===== config.mk =====
export PLATFORM = sky130hd
export DESIGN_NAME = parity_frame_rx
export DESIGN_NICKNAME = d
export VERILOG_FILES = /design/src/rtl/parity_frame_rx.sv
export SDC_FILE = /design/constraint.sdc
export NUM_CORES = 1
export LEC_CHECK = 0
export CAP_MARGIN = 20
export CORE_MARGIN = 3
export CORE_UTILIZATION = 57
export CTS_CLUSTER_DIAMETER = 60
export DETAILED_ROUTE_END_ITERATION = 8
export PLACE_DENSITY = 0.81
export SYNTH_ARGS = -nofsm -noshare
export SYNTH_HDL_FRONTEND = slang
export SYNTH_SLANG_ARGS = --single-unit
export TNS_END_PERCENT = 100

===== constraint.sdc =====
create_clock -name clk -period 3.25 [get_ports clk]
set_input_delay 0.325 -clock clk [delete_from_list [all_inputs] [get_ports clk]]
set_output_delay 0.325 -clock clk [all_outputs]
set_load 0.01 [all_outputs]

===== src/rtl/parity_frame_rx.sv =====
// UART-style serial frame receiver (start, DATA_W data bits LSB-first, odd parity, stop)
// with a one-word valid/ready output buffer. Define PARITY_RX_STATS_EN to add the err_cnt port.
module parity_frame_rx #(
  parameter int DATA_W   = 3,
  parameter int BAUD_DIV = 4
) (
  input  logic              clk,
  input  logic              n_rst,
  input  logic              rx_in,
  output logic [DATA_W-1:0] out_data,
  output logic              out_valid,
  input  logic              out_ready,
  output logic              par_err,
  output logic              frm_err,
  output logic              ovr,
  output logic              busy
`ifdef PARITY_RX_STATS_EN
  ,
  output logic [7:0]        err_cnt
`endif
);

  localparam int HALF  = BAUD_DIV / 2;
  localparam int CNT_W = $clog2(BAUD_DIV);
  localparam int IDX_W = (DATA_W > 1) ? $clog2(DATA_W) : 1;

  localparam logic [CNT_W-1:0] HALF_M1  = CNT_W'(HALF - 1);
  localparam logic [CNT_W-1:0] BIT_LAST = CNT_W'(BAUD_DIV - 1);
  localparam logic [IDX_W-1:0] IDX_LAST = IDX_W'(DATA_W - 1);

  typedef enum logic [2:0] {
    IDLE,
    START,
    DATA,
    PARITY,
    STOP,
    WAIT_HI
  } state_t;

  state_t            state;
  logic [CNT_W-1:0]  cnt;
  logic [IDX_W-1:0]  idx;
  logic [DATA_W-1:0] shreg;
  logic              par_bit;

  logic complete;
  logic word_par_err;
  logic word_frm_err;

  // The stop bit is sampled on this edge; the word and its flags are final here.
  assign complete     = (state == STOP) && (cnt == BIT_LAST);
  assign word_par_err = ~(^{shreg, par_bit});
  assign word_frm_err = ~rx_in;
  assign busy         = (state != IDLE);

  // NOTE: all state is updated with non-blocking assignments so every branch
  // reads the pre-edge values of cnt/idx/state, exactly like the hardware does.
  always_ff @(posedge clk) begin
    if (!n_rst) begin
      state   <= IDLE;
      cnt     <= '0;
      idx     <= '0;
      shreg   <= '0;
      par_bit <= 1'b0;
    end else begin
      case (state)
        IDLE: begin
          if (!rx_in) begin
            state <= START;
            cnt   <= '0;
          end
        end
        START: begin
          if (cnt == HALF_M1) begin
            if (rx_in) begin
              state <= IDLE;
            end else begin
              state <= DATA;
              cnt   <= '0;
              idx   <= '0;
            end
          end else begin
            cnt <= cnt + 1'b1;
          end
        end
        DATA: begin
          if (cnt == BIT_LAST) begin
            cnt        <= '0;
            shreg[idx] <= rx_in;
            if (idx == IDX_LAST) state <= PARITY;
            else                 idx   <= idx + 1'b1;
          end else begin
            cnt <= cnt + 1'b1;
          end
        end
        PARITY: begin
          if (cnt == BIT_LAST) begin
            cnt     <= '0;
            par_bit <= rx_in;
            state   <= STOP;
          end else begin
            cnt <= cnt + 1'b1;
          end
        end
        STOP: begin
          if (cnt == BIT_LAST) begin
            cnt   <= '0;
            state <= rx_in ? IDLE : WAIT_HI;
          end else begin
            cnt <= cnt + 1'b1;
          end
        end
        WAIT_HI: begin
          // A low line here is a stuck/broken stop, not a new start bit.
          if (rx_in) state <= IDLE;
        end
        default: state <= IDLE;
      endcase
    end
  end

  // Output buffer: the receiver never waits, so a word arriving while the
  // buffer is full and not being drained is dropped and flagged by ovr.
  always_ff @(posedge clk) begin
    if (!n_rst) begin
      out_data  <= '0;
      out_valid <= 1'b0;
      par_err   <= 1'b0;
      frm_err   <= 1'b0;
      ovr       <= 1'b0;
    end else begin
      ovr <= 1'b0;
      if (complete) begin
        if (!out_valid || out_ready) begin
          out_data  <= shreg;
          par_err   <= word_par_err;
          frm_err   <= word_frm_err;
          out_valid <= 1'b1;
        end else begin
          ovr <= 1'b1;
        end
      end else if (out_valid && out_ready) begin
        out_valid <= 1'b0;
      end
    end
  end

`ifdef PARITY_RX_STATS_EN
  // Counts every errored frame, delivered or dropped; sticks at 255.
  always_ff @(posedge clk) begin
    if (!n_rst) begin
      err_cnt <= '0;
    end else if (complete && (word_par_err || word_frm_err) && (err_cnt != 8'hFF)) begin
      err_cnt <= err_cnt + 8'd1;
    end
  end
`endif

endmodule


==> metrics.md, run 1 <==
| Metric | Value |
|---|---|
| Net Sw Power | 195.0 µW |
| PwrDens | 508.7 nW/µm² |
| Post-CTS setup buffer count | 0 |
| Max Slew Vio Count | 0 |
| CP max stage cell | clkdlybuf4s50_1 |
| Crit share post-route | just over 60% |
| Max_cap viols | 0 |
| M2 GR Usage | 30.05% |
| Post-detail-place hpwl | between 1000 and 1500 µm |
| Worst relative slew slack | 54.68% |
| CP required | 2.92 ns |
| Min cycle time layout | 1.988 ns |
| Setup WS pre-CTS | 1.287 ns |
| Synth cell types | 33 |
| Total negative slack | 0 ns |
| CP Class | reg2out |
| Non-Filler Instances | 153 |
| First-pass GRT wire length | 3429 µm |
| RR Endpoint | idx[0] |
| PortBufs | 11 |
| Combinational power share | 30.7% |
| Hold slack | between 0.4 and 0.5 ns |
| Sink Count | 18 |
| LEAKAGE | 0.4639 nW |
| Final Skew | 0.0006986 ns |
| Vias in the first global route | approximately 810 |
| Share of cells above drive strength 1 | roughly 5.4% |
| Fmax | approximately 500 MHz |
| Die W | 48.53 µm |
| Final worst setup slack | 1.262 ns |
| Crit path capture | busy |
| Crit path DAT | around 1.7 ns |
| Worst Setup SP | state[2] |
| Routed Antenna Nets | 0 |
| Hold_buf cts | 0 |
| M3 GR Usage | 3.988% |
| Mean Syn Cell Area | ~8.6 µm² |
| Hold/Removal Path Class | reg2reg |
| Clk root buf | clkbuf_4 |
| Seq/Total Area, Yosys | 34.95% |
| Final-report hold violation count | 0 |
| Int Pwr | around 410 µW |
| Crit-path max FO | 15 |
| H-tree depth | 1 |
| Grt peak-use layer | met2 |
| Placeable Area | 1594 µm² |
| Fin nets | 140 |
| Sw Share | 32.49% |
| Count of final setup violators | 0 |
| DR iter-0 viols | 12 |
| Vias/cell | between 5 and 6 |
| CTS buffer count | 3 |
| Initial antenna violation count | 0 |
| Reg2Reg Depth | 4 |
| Synth warn | 0 |
| Post_cts resized | 0 |
| Max IR drop VDD | between 0.5 and 0.6 mV |
| Clk_lat worst skew | 0.29 ns |
| Mapped Nets | 130 |
| Actual slew at the worst max-slew pin | 0.6776 ns |
| Antenna Cells | 0 |
| RSZ-0062 raised after global routing | no |
| CP startpoint kind | flop |
| Critical-path cell list | or3_1, clkdlybuf4s50_1 |
| Max Root-Sink Buffers | 2 |
| Util after Layout | 74.02% |
| Clock share of power | 23.0% |
| Setup slack, reg-to-reg | roughly 1.6 ns |
| Initial Util | 64.68% |
| Sequential share of power | 46.3% |
| Routed len/inst | 11.72 µm |
| #FFs+latches synth | 18 |
| Die area | 2355 µm² |
| GPL Wtd Cong | roughly 0.77 |
| Status | completed |
| Initial DRT Pass Iterations | 2 |
| Reg2reg start | state[0] |
| Largest net degree at the start of global routing | 24 |
| Std-Cell Rows | 14 |
| Mapped cell area | approximately 1000 µm² |
| DRC viols | 0 |
| Layout area overhead | 14.44% |
| GR Util met1 | between 20 and 25% |
| Cells after DPL | between 100 and 150 |
| Max incr delay on CP | about 0.49 ns |
| Die H | 48.53 µm |
| Vias post-DR | 826 |
| Routed WL | 1793 µm |
| CP Capture Type | output pin |
| CTS tree | built |
| Num ports | 12 |
| Synth Instances | 120 |
| GR Util All Layers | 17.89% |
| CTS clk-pin slew, worst paths | 0.10 ns |
| Gr ovfl total | 0 |
-- area by class of cell --
| type | instances | area [µm²] |
|---|---|---|
| clock buffer | 4 | 36.28 |
| fill | 134 | 414.1 |
| inverter | 7 | 26.28 |
| multi-input combinational | 89 | 616.8 |
| sequential | 18 | 360.3 |
| tap | 24 | 30.03 |
| timing repair buffer | 11 | 110.1 |
-- power groups by stage --
stage	logic (mW)	clock network (mW)	registers [mW]
floorplan	0.167	0	0.255
global placement	0.179	0	0.280
detailed placement	0.183	0	0.282
CTS	0.185	0.140	0.277
global route	0.204	0.156	0.285
finish	0.184	0.138	0.278
-- sequential cells by signal, summed over array words and instances (netlist names) --
signal	cells
cnt	2
frm_err	1
idx	2
out_data	3
out_valid	1
ovr	1
par_bit	1
par_err	1
shreg	3
state	3
-- worst min-delay path by stage --
stage / from / to / slack, ns / cells after the start
floorplan: n_rst / state[1] / 0.46 / 2
global placement: shreg[1] / shreg[1] / 0.48 / 2
detailed placement: idx[1] / idx[1] / 0.48 / 2
CTS: idx[1] / idx[1] / 0.50 / 2
global route: idx[1] / idx[1] / 0.51 / 2
finish: shreg[2] / shreg[2] / 0.50 / 2
-- layer usage --
layer / share of wire [%] / up-vias
li1: - / 432
met1: 50 / 381
met2: 46 / 11
met3: 2.7 / 2
met4: 0.78 / 0
met5: 0 / -
-- cell families after synthesis --
group / count (synthesis) / share of synthesized area [%]
adders and majority gates: 6 / 7.281
buffers and inverters: 13 / 5.219
AOI/OAI and AO/OA: 21 / 13.96
muxes: 8 / 7.767
xor gates and xnor gates: 3 / 2.549
DFF: 18 / 34.95
and+or+nand+nor: 51 / 28.28
-- per-stage QoR --
stage / total power [mW] / area [µm²]
floorplan: 0.4214 / 1031
global placement: 0.4593 / 1144
detailed placement: 0.4647 / 1144
CTS: 0.6020 / 1180
global route: 0.6450 / 1180
finish: 0.6002 / 1180
-- worst max-delay path: cells and delay by family (launching register included) --
kind	cells	cell delay [ns]
buf+inv	1	0.49
flops	1	0.46
simple gates	1	0.43
-- cell usage after synthesis (all sizes together) --
cell | instances | area, µm²
ha | 6 | 75.07
nor2 | 2 | 7.510
nand3b | 1 | 7.510
and4bb | 2 | 25.02
nand2b | 4 | 32.53
xnor2 | 3 | 26.28
o21ai | 4 | 20.01
nand2 | 17 | 63.81
a21boi | 3 | 22.52
or2 | 1 | 6.260
nor3 | 1 | 10.01
nand3 | 7 | 35.03
clkbuf | 2 | 7.510
nor2b | 11 | 68.82
o22ai | 3 | 18.77
buf | 4 | 20.02
and3 | 2 | 12.51
o22a | 1 | 8.760
o21a | 2 | 15.01
inv | 7 | 26.28
a31oi | 2 | 12.51
a32oi | 1 | 8.760
mux2i | 8 | 80.08
or2b | 1 | 7.510
o221ai | 2 | 17.52
a21oi | 2 | 10.01
a32o | 1 | 10.01
or3 | 1 | 6.260
dfxtp | 18 | 360.4
or3b | 1 | 8.760
-- cell usage in the layout, fill, tap and decap left out, types with 3 or more instances in the layout --
| cell type | count |
|---|---|
| nand3_1 | 7 |
| nor2b_1 | 11 |
| dfxtp_1 | 18 |
| o21ai_0 | 3 |
| clkbuf_4 | 3 |
| inv_1 | 7 |
| nand2_1 | 17 |
| nand2b_1 | 3 |
| ha_1 | 6 |
| xnor2_1 | 3 |
| mux2i_1 | 8 |
| clkdlybuf4s50_1 | 11 |
| o22ai_1 | 3 |
| a21boi_1 | 3 |
(Power assumes the default switching activity.)
==> run 2: changes to the inputs <==
--- a/config.mk
+++ b/config.mk
@@ -7,10 +7,10 @@
 export LEC_CHECK = 0
 export CAP_MARGIN = 20
 export CORE_MARGIN = 3
-export CORE_UTILIZATION = 57
+export CORE_UTILIZATION = 54
 export CTS_CLUSTER_DIAMETER = 60
 export DETAILED_ROUTE_END_ITERATION = 8
-export PLACE_DENSITY = 0.81
+export PLACE_DENSITY = 0.77
 export SYNTH_ARGS = -nofsm -noshare
 export SYNTH_HDL_FRONTEND = slang
 export SYNTH_SLANG_ARGS = --single-unit
==> constraint.sdc (replaced) <==
create_clock -name clk -period 2 [get_ports clk]
set_input_delay 0.2 -clock clk [delete_from_list [all_inputs] [get_ports clk]]
set_output_delay 0.2 -clock clk [all_outputs]
set_load 0.01 [all_outputs]
==> metrics.md, run 2 (synthesis gave the netlist of run 1 again) <==
| Metric | Value |
|---|---|
| Status | completed |
| Hold/Removal Path Class | reg2reg |
| Crit share post-route | 93.23% |
| Most frequent cells in the layout | dfxtp_1 (18), nand2_1 (17), nor2b_1 (11), clkdlybuf4s50_1 (11), mux2i_1 (8) |
| Count of final setup violators | 0 |
| Fin nets | between 100 and 150 |
| Min cycle time layout | 1.865 ns |
| Worst relative slew slack | a little over half |
| Top Registers | out_data (3), shreg (3), state (3) |
| Commonest non-fill, non-tap cell in the layout | dfxtp_1 |
| Crit path DAT | 1.66 ns |
| Buf+Inv Stages, Crit Path | 1 |
| Routed Antenna Nets | 0 |
| Crit-path max FO | 15 |
| CP Class | reg2out |
| Initial DRT Pass Iterations | 4 |
| Final-report hold violation count | 0 |
| Fmax | ~540 MHz |
| Placeable Area | about 1800 µm² |
| Die H | about 50 µm |
| Die area | roughly 2500 µm² |
| PortBufs | 11 |
| Std-Cell Rows | 15 |
| Clk_lat worst skew | 0.29 ns |
| LEAKAGE | 0.4567 nW |
| H-tree depth | 1 |
| Post-CTS setup buffer count | 0 |
| Routed len/inst | 11.73 µm |
| M2 GR Usage | about a quarter |
| CTS tree | built |
| Critical-path cell list | or3_1, clkdlybuf4s50_1 |
| Fill cells | approximately 180 |
| CP max stage cell | clkdlybuf4s50_1 |
| Hold_buf cts | 0 |
| Util after Layout | 66.17% |
| Hold slack | approximately 0.49 ns |
| Max IR drop VDD | between 0.6 and 0.7 mV |
| Vias in the first global route | ~720 |
| Layout area overhead | 13.23% |
| Initial Util | about three fifths |
| Max_cap viols | 0 |
| Num ports | 12 |
| PwrDens | 799.4 nW/µm² |
| CTS buffer count | 3 |
| Family with the most delay on the worst path | buffers and inverters |
| GR Util met1 | 18.99% |
| Routed WL | 1794 µm |
| Post-detail-place hpwl | 1306 µm |
| Max Slew Vio Count | 0 |
| Gr ovfl total | 0 |
| Register area | between 300 and 400 µm² |
| DRC viols | 0 |
| Max incr delay on CP | 0.49 ns |
| Sink Count | 18 |
| Die W | 49.70 µm |
| DR iter-0 viols | 46 |
| CP required | 1.80 ns |
| Share of cells above drive strength 1 | under 10% |
| M3 GR Usage | between 3 and 4% |
| First-pass GRT wire length | between 2000 and 3000 µm |
| CP Capture Type | output pin |
| Final Skew | 0.001032 ns |
| Clk root buf | clkbuf_4 |
| Initial antenna violation count | 0 |
| Post_cts resized | 0 |
| Grt peak-use layer | met2 |
| GR Util All Layers | 15.24% |
| Total negative slack | 0 ns |
| Vias/cell | 5.458 |
| Actual slew at the worst max-slew pin | 0.7102 ns |
| CP startpoint kind | flop |
| GPL Wtd Cong | 0.8480 |
| Largest net degree at the start of global routing | 24 |
| Vias post-DR | 835 |
| RSZ-0062 raised after global routing | no |
| CTS clk-pin slew, worst paths | 0.10 ns |
| Multi-input logic area | 616.8 µm² |
| Max Root-Sink Buffers | 2 |
| Antenna Cells | 0 |
[run 2: changes by cell type in the layout (fill, tap and decap cells not counted), sizes merged]
cell    change
clkbuf      -1
[run 2: metal layers]
metal / wire length [µm] / vias up
met5: 0 / -
met3: 108 / 2
met1: 827 / 379
met4: 10 / 0
met2: 849 / 25
li1: - / 429
[run 2: path summary, 6_finish.rpt]
kind	startpoint	endpoint	slack, ns	depth (start not counted)
worst max-delay path	state[2]	busy	0.14	2
worst min-delay path	shreg[2]	shreg[2]	0.49	2
worst max register to register	state[0]	idx[1]	0.34	4
worst min register to register	shreg[2]	shreg[2]	0.49	2
[run 2: where the power goes]
part / leakage [nW] / internal, mW / switching (mW)
Sequential: 0.145 / 0.384 / 0.0682
Clock: 0.0138 / 0.0700 / 0.109
Combinational: 0.297 / 0.164 / 0.138
Total: 0.457 / 0.618 / 0.315
[run 2: worst reg2reg max path, stage by stage (launching register included)]
cell	delay, ns
dfxtp_1	0.62
or3b_1	0.42
o22a_1	0.24
nor3_2	0.19
o22ai_1	0.09
[run 2: area by class of cell]
class	count	share of cell area (%)
clock buffers	3	1.929
inverters	7	2.251
multi-input cells	89	52.84
flip-flops and latches	18	30.87
well taps	25	2.680
repair buffers	11	9.432
[run 2: through the flow]
step	instance area, µm²	std cells	setup slack [ns]	power, mW
floorplan	1031	120	0.6336	0.6847
global placement	1145	150	0.2374	0.7504
detailed placement	1145	150	0.1708	0.7564
CTS	1167	153	0.1219	0.9399
global route	1167	153	0.05280	0.9895
finish	1167	153	0.1353	0.9332
==> run 3: changes to the inputs <==
--- a/config.mk
+++ b/config.mk
@@ -11,6 +11,7 @@
 export CTS_CLUSTER_DIAMETER = 60
 export DETAILED_ROUTE_END_ITERATION = 8
 export PLACE_DENSITY = 0.77
+export SKIP_LAST_GASP = 1
 export SYNTH_ARGS = -nofsm -noshare
 export SYNTH_HDL_FRONTEND = slang
 export SYNTH_SLANG_ARGS = --single-unit
==> results of run 3 <==
No change in the layout: final DEF, timing and power equal those of run 2.
